--- config.mk ---
export PLATFORM = sky130hd
export DESIGN_NAME = left_shift_seq
export DESIGN_NICKNAME = d
export VERILOG_FILES = /design/src/rtl/left_shift_seq_pkg.sv /design/src/rtl/left_shift_seq.sv
export SDC_FILE = /design/constraint.sdc
export NUM_CORES = 1
export LEC_CHECK = 0
export ABC_CLOCK_PERIOD_IN_PS = 2900
export CAP_MARGIN = 10
export CORE_MARGIN = 2
export CORE_UTILIZATION = 40
export DETAILED_ROUTE_END_ITERATION = 16
export MAX_ROUTING_LAYER = met4
export PLACE_DENSITY = 0.68
export SLEW_MARGIN = 20
export SYNTH_ARGS = -nofsm -noshare
export SYNTH_HDL_FRONTEND = slang
export SYNTH_SLANG_ARGS = --single-unit
--- constraint.sdc ---
create_clock -name clk -period 2.9 [get_ports clk]
set_input_delay 0.87 -clock clk [delete_from_list [all_inputs] [get_ports clk]]
set_output_delay 0.87 -clock clk [all_outputs]
set_load 0.02 [all_outputs]
--- src/rtl/left_shift_seq_pkg.sv ---
// Shared encodings for the sequential shifters: FSM state codes and shift-mode values.
// The right-shift twin and the ALU decode against the same codes.
package left_shift_seq_pkg;

    typedef enum logic [1:0] {
        StIdle  = 2'd0,
        StShift = 2'd1,
        StDone  = 2'd2
    } state_e;

    localparam logic ModeLsl = 1'b0;
    localparam logic ModeRol = 1'b1;

endpackage

--- src/rtl/left_shift_seq.sv ---
// Multi-cycle left shifter/rotator, one bit per clock under a start/busy/done handshake.
// Reports carry-out and signed overflow (logical mode) for multiply-by-2^n and normalisation.
module left_shift_seq
    import left_shift_seq_pkg::*;
#(
    parameter int unsigned WIDTH = 16,
    parameter int unsigned SHW   = 4
) (
    input  logic             clk,
    input  logic             rst_n,
    input  logic             start,
    input  logic [WIDTH-1:0] A,
    input  logic [SHW-1:0]   shift,
    input  logic             mode,
    output logic             busy,
    output logic             done,
    output logic [WIDTH-1:0] R,
    output logic             carry_out,
    output logic             ovf
);

    state_e           state_q;
    logic [WIDTH-1:0] work_q;
    logic [SHW-1:0]   cnt_q;
    logic             mode_q;
    logic             ovf_acc_q;
    logic             co_acc_q;

    always_ff @(posedge clk or negedge rst_n) begin
        if (!rst_n) begin
            state_q   <= StIdle;
            work_q    <= '0;
            cnt_q     <= '0;
            mode_q    <= ModeLsl;
            ovf_acc_q <= 1'b0;
            co_acc_q  <= 1'b0;
            busy      <= 1'b0;
            done      <= 1'b0;
            R         <= '0;
            carry_out <= 1'b0;
            ovf       <= 1'b0;
        end else begin
            done <= 1'b0;
            case (state_q)
                StIdle: begin
                    if (start) begin
                        work_q    <= A;
                        cnt_q     <= shift;
                        mode_q    <= mode;
                        ovf_acc_q <= 1'b0;
                        co_acc_q  <= 1'b0;
                        busy      <= 1'b1;
                        state_q   <= (shift != '0) ? StShift : StDone;
                    end
                end
                StShift: begin
                    co_acc_q <= work_q[WIDTH-1];
                    // A sign change at any step means the value left the signed range.
                    if (mode_q == ModeLsl) begin
                        ovf_acc_q <= ovf_acc_q | (work_q[WIDTH-1] ^ work_q[WIDTH-2]);
                    end
                    work_q <= {work_q[WIDTH-2:0],
                               (mode_q == ModeRol) ? work_q[WIDTH-1] : 1'b0};
                    cnt_q  <= cnt_q - 1'b1;
                    if (cnt_q == SHW'(1)) begin
                        state_q <= StDone;
                    end
                end
                StDone: begin
                    done      <= 1'b1;
                    R         <= work_q;
                    carry_out <= co_acc_q;
                    ovf       <= ovf_acc_q & ~mode_q;
                    busy      <= 1'b0;
                    state_q   <= StIdle;
                end
                default: begin
                    busy    <= 1'b0;
                    state_q <= StIdle;
                end
            endcase
        end
    end

endmodule
# [Word-level counts from Yosys, hierarchy flattened]
# Index checks and enable logic that the tools add are counted.
[totals] reg_bits=45 in_bits=24 out_inout_bits=20 word_cells=47
[classes] add_sub_neg=1 n_eq_ne=6 n_mux=16 n_bitwise=5 n_reduce_logical=8
[ops] operator="$pmux W16 S2" n=1
[ops] operator="$mux W16" n=1
[ops] operator="$pmux W4 S2" n=1
[ops] operator="$reduce_and A2 Y1" n=4
[ops] operator="$mux W2" n=3
[ops] operator="$ne A2 B2 Y1 const B" n=3
[ops] operator="$pmux W1 S2" n=3
[ops] operator="$mux W1" n=5
[ops] operator="$eq A4 B1 Y1 const B" n=1
[ops] operator="$mux W4" n=1
[ops] operator="$pmux W2 S2" n=1
[ops] operator="$reduce_bool A4 Y1" n=1
[ops] operator="$sub A4 B1 Y4 const B" n=1
[ops] operator="$reduce_and A3 Y1" n=1
[ops] operator="$eq A2 B1 Y1 const B" n=1
[ops] operator="$eq A2 B2 Y1 const B" n=1
[ops] operator="$logic_not A2 Y1" n=1
[ops] operator="$not A1 Y1" n=2
[ops] operator="$reduce_bool A2 Y1" n=1
[ops] operator="$and A1 B1 Y1" n=1
[ops] operator="$or A1 B1 Y1" n=1
[ops] operator="$xor A1 B1 Y1" n=1

# [Depth between registers and ports, before layout]
# Gate-level depths: netlist (run 1).
[logic_depth] depth_word=4 depth_mapped=5 depth_no_buf=5

# [Worst setup path after synthesis (run 1)]
# Ideal clock, no wire load.
[synth_timing] path_type="input -> register" from="input port start" to="register work_q[15]" setup_ns=0.083 t_arrival_ns=1.555 t_required_ns=2.817 setup_slack_ns=1.263 stages=5 path_buffers=2 path_cell_list="buf_2 > o21bai_1 > buf_2 > nand2_1 > o21ai_0"
[synth_via] elab_chain_cells=2
[synth_lines] item="start: declaration" line_no="left_shift_seq.sv:11" source="input logic start,"
[synth_lines] item="$ne A2 B2 Y1 (no source line)"
[synth_lines] item="$reduce_and A2 Y1 (no source line)"
[synth_lines] item="end signal: assignment" line_no="left_shift_seq.sv:62" source="work_q <= {work_q[WIDTH-2:0],"
[synth_lines] item="end: declaration" line_no="left_shift_seq.sv:23" source="logic [WIDTH-1:0] work_q;"
# No other way between the ends.
# A chain may end at the register's enable or synchronous reset.

# [Final worst setup path (run 1)]
[layout_timing] from="register carry_out" to="output port carry_out"
[layout_rtl] item="start: declaration" line_no="left_shift_seq.sv:18" source="output logic carry_out,"
[layout_rtl] item="start signal: assignment" line_no="left_shift_seq.sv:72" source="carry_out <= co_acc_q;"
# No word-level cell between the ends.

==> out/metrics.cfg, run 1 <==
[run_status]
run_status = completed

[min_path]
timing.hold.worst.class = register to register
timing.hold.worst.start = co_acc_q

[clock_network]
cts_post_setup_buffers_inserted = 0
clock_slew_seen_by_the_registers_of_the_worst_setup_and_hold_paths_ns = 0.09
clk_root_buffer_cell = sky130_fd_sc_hd__clkbuf_8
postCtsResizedCells = 0
numCtsBuffers = 5
hold_buffers = 0
cts-htree-levels = 2
cts_max_path_buffers = 2
clock_latency_on_the_worst_skew_pair_ns = 0.30
tritoncts = done
clock-sinks = 45

[power]
p_total_uw = 2680
power.density_cell_area_nw_per_um2 = 1050
max-vdd-ir-drop_mv = 0.544
cellLeakagePower_uw = 0.00110

[floorplanning]
fp.dieArea_sq_um = 5470
ioPinCount = 44
floorplan.core_area_sq_um = 4720
initial_utilization_pct = 41.4
die_h_microns = 73.9
rows = 25
die_width_microns = 73.9

[sta]
achievable-frequency_mhz = 465
finalSetupViolations = 0
slew-limit-headroom_pct = 35.1
maxSlewViolCount = 0
final_period_demand_of_the_worst_path_ns = 2.15
hold_violations = 0
tightest_pin_transition_ns = 0.972
setup_repair_after_global_routing_missed_its_margin = false
post_route_skew_ns = 0.0114
fin_crit_sh_pct = 74.1
final.setup.tns_ns = 0

[yosys]
yosysTopAreaCellShare_pct = 57.5
yosysWarningCount = 0
postSynthNetCount = 198
synth_area_leaders = sky130_fd_sc_hd__dfrtp_1 58%, sky130_fd_sc_hd__mux2_2 9.8%, sky130_fd_sc_hd__a22oi_1 4.2%
synth_area_sq_um = 1960
synth_top_cell_by_area = sky130_fd_sc_hd__dfrtp_1
post_synth.cell_area_avg_sq_um = 11.4
syn_inst = 172
yosysUniqueCellTypes = 32
yosysSeqAreaShare_pct = 57.5
yosys_register_bits = 45

[detailed_routing]
drt-pass1-iter-count = 4
routed_wirelength_mm = 4.15
num_vias = 1479
postRouteAntennaNets = 0
remaining_drc_errors = 0
detail_route.vias_per_cell = 5.21
drt_iter0_markers = 106
routedWlPerCell_microns = 14.6

[global_routing]
grt_max_degree = 46
grt.total_usage_pct = 17.0
grt_antenna_before_repair = 0
grt_overflow = 0
vias_in_the_first_global_route = 1344
first_pass_grt_wire_length_mm = 6.65

[layout]
flow.area_growth_from_synthesis_pct = 30.8
insertedDiodeCount = 0
finish.net_count = 242
post-route-util_pct = 54.2
final.fill_count = 406
final_layout_size_suffix_gt1_share_pct = 15.2

[setup_path]
critical_path.startpoint = carry_out
critical_path.cell_chain = clkdlybuf4s50_1
critPathLaunchType = register
cp.buffers_inverters = 1
worst-path-max-fanout = 2
critical_path.endpoint_type = output pin
timing.critical_path.required_ns = 2.03
crit_type = register to output pin
critical_path.slowest_cell = sky130_fd_sc_hd__clkdlybuf4s50_1
worstReg2RegStart = state_q[0]
critical_path_arrival_ns = 1.28
critical_path.max_stage_delay_ns = 0.61
critical_path.top_delay_family = buffers and inverters

[placed_design]
gp_congestion = 0.762
post-dp-hpwl_mm = 2.79
port_buffers = 43

[job]
maxCapViolCount = 0

[power breakdown]
| group | internal [uW] | switching [uW] | total (uW) |
|---|---|---|---|
| clock | 220 | 218 | 438 |
| sequential | 911 | 232 | 1140 |
| combinational | 561 | 538 | 1100 |
| total | 1690 | 987 | 2680 |
[area by class of cell]
| cell class | instances | area, sq um | share of cell area, % |
|---|---|---|---|
| inverter | 5 | 18.8 | 0.733 |
| clock buffer | 7 | 96.3 | 3.77 |
| multi-input combinational | 110 | 754 | 29.5 |
| clock inverter | 1 | 8.76 | 0.342 |
| timing repair buffer | 49 | 470 | 18.4 |
| tap | 67 | 83.8 | 3.28 |
| sequential | 45 | 1130 | 44.0 |
[cell usage in the layout (no fill, tap or decap), types with 3 or more instances in the layout]
cell type	Yosys	routed
sky130_fd_sc_hd__clkbuf_8	0	7
sky130_fd_sc_hd__nor2_1	7	7
sky130_fd_sc_hd__mux2_2	17	17
sky130_fd_sc_hd__nand2_1	13	13
sky130_fd_sc_hd__dfrtp_1	45	45
sky130_fd_sc_hd__a32oi_1	3	3
sky130_fd_sc_hd__a22oi_1	11	11
sky130_fd_sc_hd__o22ai_1	10	10
sky130_fd_sc_hd__inv_1	4	4
sky130_fd_sc_hd__nand2b_1	6	6
sky130_fd_sc_hd__clkdlybuf4s50_1	0	42
sky130_fd_sc_hd__buf_4	0	6
sky130_fd_sc_hd__a21oi_1	8	8
sky130_fd_sc_hd__o21ai_0	15	15
[sequential cells by signal (all words and copies together) (netlist names)]
| signal | flops |
|---|---|
| R | 16 |
| work_q | 16 |
| cnt_q | 4 |
| state_q | 2 |
| busy | 1 |
| carry_out | 1 |
| co_acc_q | 1 |
| done | 1 |
| mode_q | 1 |
| ovf | 1 |
| ovf_acc_q | 1 |
[cells in the mapped netlist (all sizes together)]
library cell,instances
a21o,1
a21oi,8
a22oi,11
a2bb2oi,2
a32o,1
a32oi,3
and2,1
buf,9
clkbuf,3
clkinv,1
dfrtp,45
ha,2
inv,4
mux2,18
nand2,13
nand2b,6
nand3,1
nand4b,1
nor2,7
nor2b,2
nor4,1
o21ai,16
o21bai,1
o22ai,10
o311ai,1
o41ai,1
or3,2
xnor2,1
[final timing paths]
| kind | endpoint | slack (ns) | cells past startpoint |
|---|---|---|---|
| max reg2reg | carry_out | 0.91 | 3 |
| min in group asynchronous | done | 0.63 | 2 |
| min reg2reg | co_acc_q | 0.50 | 1 |
| max in group asynchronous | cnt_q[3] | 1.87 | 2 |
| min | co_acc_q | 0.50 | 1 |
| max | carry_out | 0.75 | 1 |
[metrics by stage]
| step | cells | worst slack [ns] | instance area [sq um] | hold slack (ns) |
|---|---|---|---|---|
| global route | 284 | 0.584 | 2560 | 0.516 |
| finish | 284 | 0.750 | 2560 | 0.497 |
| CTS | 284 | 0.726 | 2560 | 0.501 |
| global placement | 276 | 0.433 | 2450 | 0.459 |
| floorplan | 172 | 1.26 | 1960 | 0.459 |
| detailed placement | 276 | 0.422 | 2450 | 0.479 |
[layer usage]
metal | vias up | routed length, microns | GRT usage [%]
met3 | 5 | 182 | 5.42
met1 | 734 | 1950 | 23.2
li1 | 710 | - | -
met5 | - | 0 | -
met2 | 30 | 1960 | 24.0
met4 | 0 | 57 | 6.06
[cells by family (layout without fill, tap and decap cells)]
logic type                 Yosys count  count (layout)  share of synthesized area [%]
DFF                                 45              45                           57.5
adders and majority gates            2               2                           1.28
muxes                               18              18                           10.4
buffers and inverters               17              62                           3.90
AOI/OAI and AO/OA                   55              55                           18.0
xor gates and xnor gates             1               1                          0.448
and+or+nand+nor                     34              34                           8.50
Power figures use the tool's default switching activity.
==> inputs of run 2 (changes only) <==
- ABC_CLOCK_PERIOD_IN_PS: 2900 -> 1800
- PLACE_DENSITY: 0.68 -> 0.7
- clock period: 2.9 -> 1.8 ns (I/O delays scaled with it)
==> run 2 against run 1 <==
  * Sequential share of layout area is 1.3 points lower
  * Via count rose by 1.4%
  * Wire length is 1.7% higher
  * Register-to-register slack got worse by 0.65 ns
  * Worst setup slack worse by 0.50 ns
  * Sequential cell count stayed put
  * Clock power grew 45%
  * Highest routed layer unchanged
==> out/metrics.cfg, run 2 (synthesis gave the netlist of run 1 again) <==
[placed_design]
placement.cell_area_sq_um = 2540  ; +3.7%
gp_congestion = 0.813  ; +6.7%
port_buffers = 43  ; unchanged
post-dp-hpwl_mm = 2.95  ; +5.7%

[sta]
maxSlewViolCount = 0  ; unchanged
post_route_skew_ns = 0.0123  ; +0.000915 ns
tightest_pin_transition_ns = 0.477  ; -0.495 ns
slew-limit-headroom_pct = 68.2  ; +33 points
final.setup.tns_ns = 0  ; unchanged
fin_crit_sh_pct = 86.3
hold_violations = 0  ; unchanged
achievable-frequency_mhz = 644
setup_repair_after_global_routing_missed_its_margin = false
final_period_demand_of_the_worst_path_ns = 1.55
finalSetupViolations = 0  ; unchanged
worst_hold_slack_after_final_layout_ns = 0.196  ; -0.301 ns

[setup_path]
critical_path.startpoint = ovf
critical_path.max_stage_delay_ns = 0.40  ; -0.21 ns
rr_endpoint = cnt_q[2]
timing.critical_path.required_ns = 1.26  ; -0.77 ns
critical_path.top_delay_family = flip-flops
critical_path.slowest_cell = sky130_fd_sc_hd__dfrtp_1
cp.buffers_inverters = 1  ; unchanged
crit_type = register to output pin
worst-path-max-fanout = 2  ; unchanged
critical_path_arrival_ns = 1.01  ; -0.27 ns
critPathLaunchType = register
critical_path.endpoint_type = output pin
end_point_of_the_critical_path = ovf
critical_path.cell_chain = dlygate4sd2_1
ff2ff_path_depth = 3  ; unchanged
number_of_logic_stages_on_the_critical_path_including_buffering = 1  ; unchanged
worstReg2RegStart = state_q[0]
regToRegSetupSlack_ns = 0.26  ; -0.65 ns

[power]
p_total_uw = 4220  ; +58%
max-vdd-ir-drop_mv = 0.758  ; +39%
power.density_cell_area_nw_per_um2 = 1600  ; +53%
cellLeakagePower_uw = 0.00129  ; +17%

[global_routing]
grt_overflow = 0  ; unchanged
grt.total_usage_pct = 17.7  ; +0.70 points
grt_antenna_before_repair = 0  ; unchanged
first_pass_grt_wire_length_mm = 7.22  ; +8.5%
vias_in_the_first_global_route = 1559  ; +16%
grt_max_degree = 46  ; unchanged

[floorplanning]
rows = 25  ; unchanged
ioPinCount = 44  ; unchanged
initial_utilization_pct = 41.4  ; unchanged
die_h_microns = 73.9  ; unchanged
floorplan.core_area_sq_um = 4720  ; unchanged
fp.dieArea_sq_um = 5470  ; unchanged
die_width_microns = 73.9  ; unchanged

[run_status]
run_status = completed

[layout]
layout_common_cells = 45 x sky130_fd_sc_hd__dfrtp_1, 22 x sky130_fd_sc_hd__clkdlybuf4s50_1, 17 x sky130_fd_sc_hd__mux2_2
area_used_by_multi_input_combinational_logic_sq_um = 754  ; unchanged
flow.area_growth_from_synthesis_pct = 34.7
final_design_area_no_fill_sq_um = 2640  ; +3.0%
final_layout_size_suffix_gt1_share_pct = 17.9  ; +2.6 points
largestRegisters = R (16), work_q (16), cnt_q (4)
post-route-util_pct = 55.8  ; +1.6 points
finish.net_count = 249  ; +2.9%
sequential_cell_area_sq_um = 1130  ; unchanged
insertedDiodeCount = 0  ; unchanged
most_common_library_cell_in_the_layout_ignoring_fill_and_taps = sky130_fd_sc_hd__dfrtp_1
final.fill_count = 431  ; +6.2%

[detailed_routing]
drt_iter0_markers = 105  ; -0.94%
detail_route.vias_per_cell = 5.15  ; -1.1%
drt-pass1-iter-count = 4  ; unchanged
routed_wirelength_mm = 4.22  ; +1.7%
remaining_drc_errors = 0  ; unchanged
num_vias = 1499  ; +1.4%
postRouteAntennaNets = 0  ; unchanged
routedWlPerCell_microns = 14.5  ; -0.74%

[min_path]
timing.hold.worst.class = input port to async pin

[clock_network]
hold_buffers = 0  ; unchanged
clk_root_buffer_cell = sky130_fd_sc_hd__clkbuf_8
cts-htree-levels = 2  ; unchanged
clock-sinks = 45  ; unchanged
cts_max_path_buffers = 2  ; unchanged
clock_latency_on_the_worst_skew_pair_ns = 0.30  ; about the same
clock_slew_seen_by_the_registers_of_the_worst_setup_and_hold_paths_ns = 0.10  ; about the same
tritoncts = done
numCtsBuffers = 5  ; unchanged
cts_post_setup_buffers_inserted = 0  ; unchanged

[job]
maxCapViolCount = 0  ; unchanged

run 2: worst reg2reg max path: stages (launching register included):
cell and delay, ns:
sky130_fd_sc_hd__dfrtp_1 0.64, sky130_fd_sc_hd__clkinv_1 0.30, sky130_fd_sc_hd__o311ai_0 0.41, sky130_fd_sc_hd__a21oi_1 0.07
run 2: power breakdown:
| part | internal (uW) | leakage [uW] | switching [uW] | total, uW |
|---|---|---|---|---|
| registers | 1470 | 0.000565 | 381 | 1850 |
| logic | 877 | 0.000677 | 863 | 1740 |
| clock network | 276 | 0.0000445 | 362 | 637 |
run 2: layer usage:
metal  global-route usage, %  wire length (microns)  up-vias
met4                    6.67                     62        0
li1                        -                      -      726
met1                    22.6                   1880      729
met2                    28.3                   2070       38
met3                    3.25                    213        6
met5                       -                      0        -
run 2: worst min path at each step:
| stage | end | slack [ns] | cells past startpoint | startpoint |
|---|---|---|---|---|
| after floorplan | R[0] | 0.24 | 0 | rst_n |
| final | R[3] | 0.20 | 2 | rst_n |
| after global placement | R[6] | 0.48 | 1 | R[6] |
| after detailed placement | R[6] | 0.49 | 1 | R[6] |
| after global routing | work_q[4] | 0.21 | 2 | rst_n |
| after CTS | done | 0.20 | 2 | rst_n |
run 2: timing repair:
action                                 in CTS  in global routing
resized for setup                          13                  7
pin swaps                                   0                  0
setup endpoints to repair                  13                  7
endpoints found under the hold margin       0                  0
run 2: stage by stage:
stage               worst slack [ns]  instances
floorplan                      0.493        172
global route                   0.106        291
detailed placement           -0.0635        283
global placement             -0.0141        283
finish                         0.246        291
CTS                        0.0000182        291
run 2: final cells by class:
| class | instances | share of cell area [%] |
|---|---|---|
| Inverter | 5 | 0.712 |
| Multi-Input combinational cell | 110 | 28.6 |
| Clock buffer | 5 | 2.61 |
| Tap cell | 67 | 3.18 |
| Timing Repair Buffer | 56 | 21.3 |
| Sequential cell | 45 | 42.7 |
| Clock inverter | 3 | 0.807 |
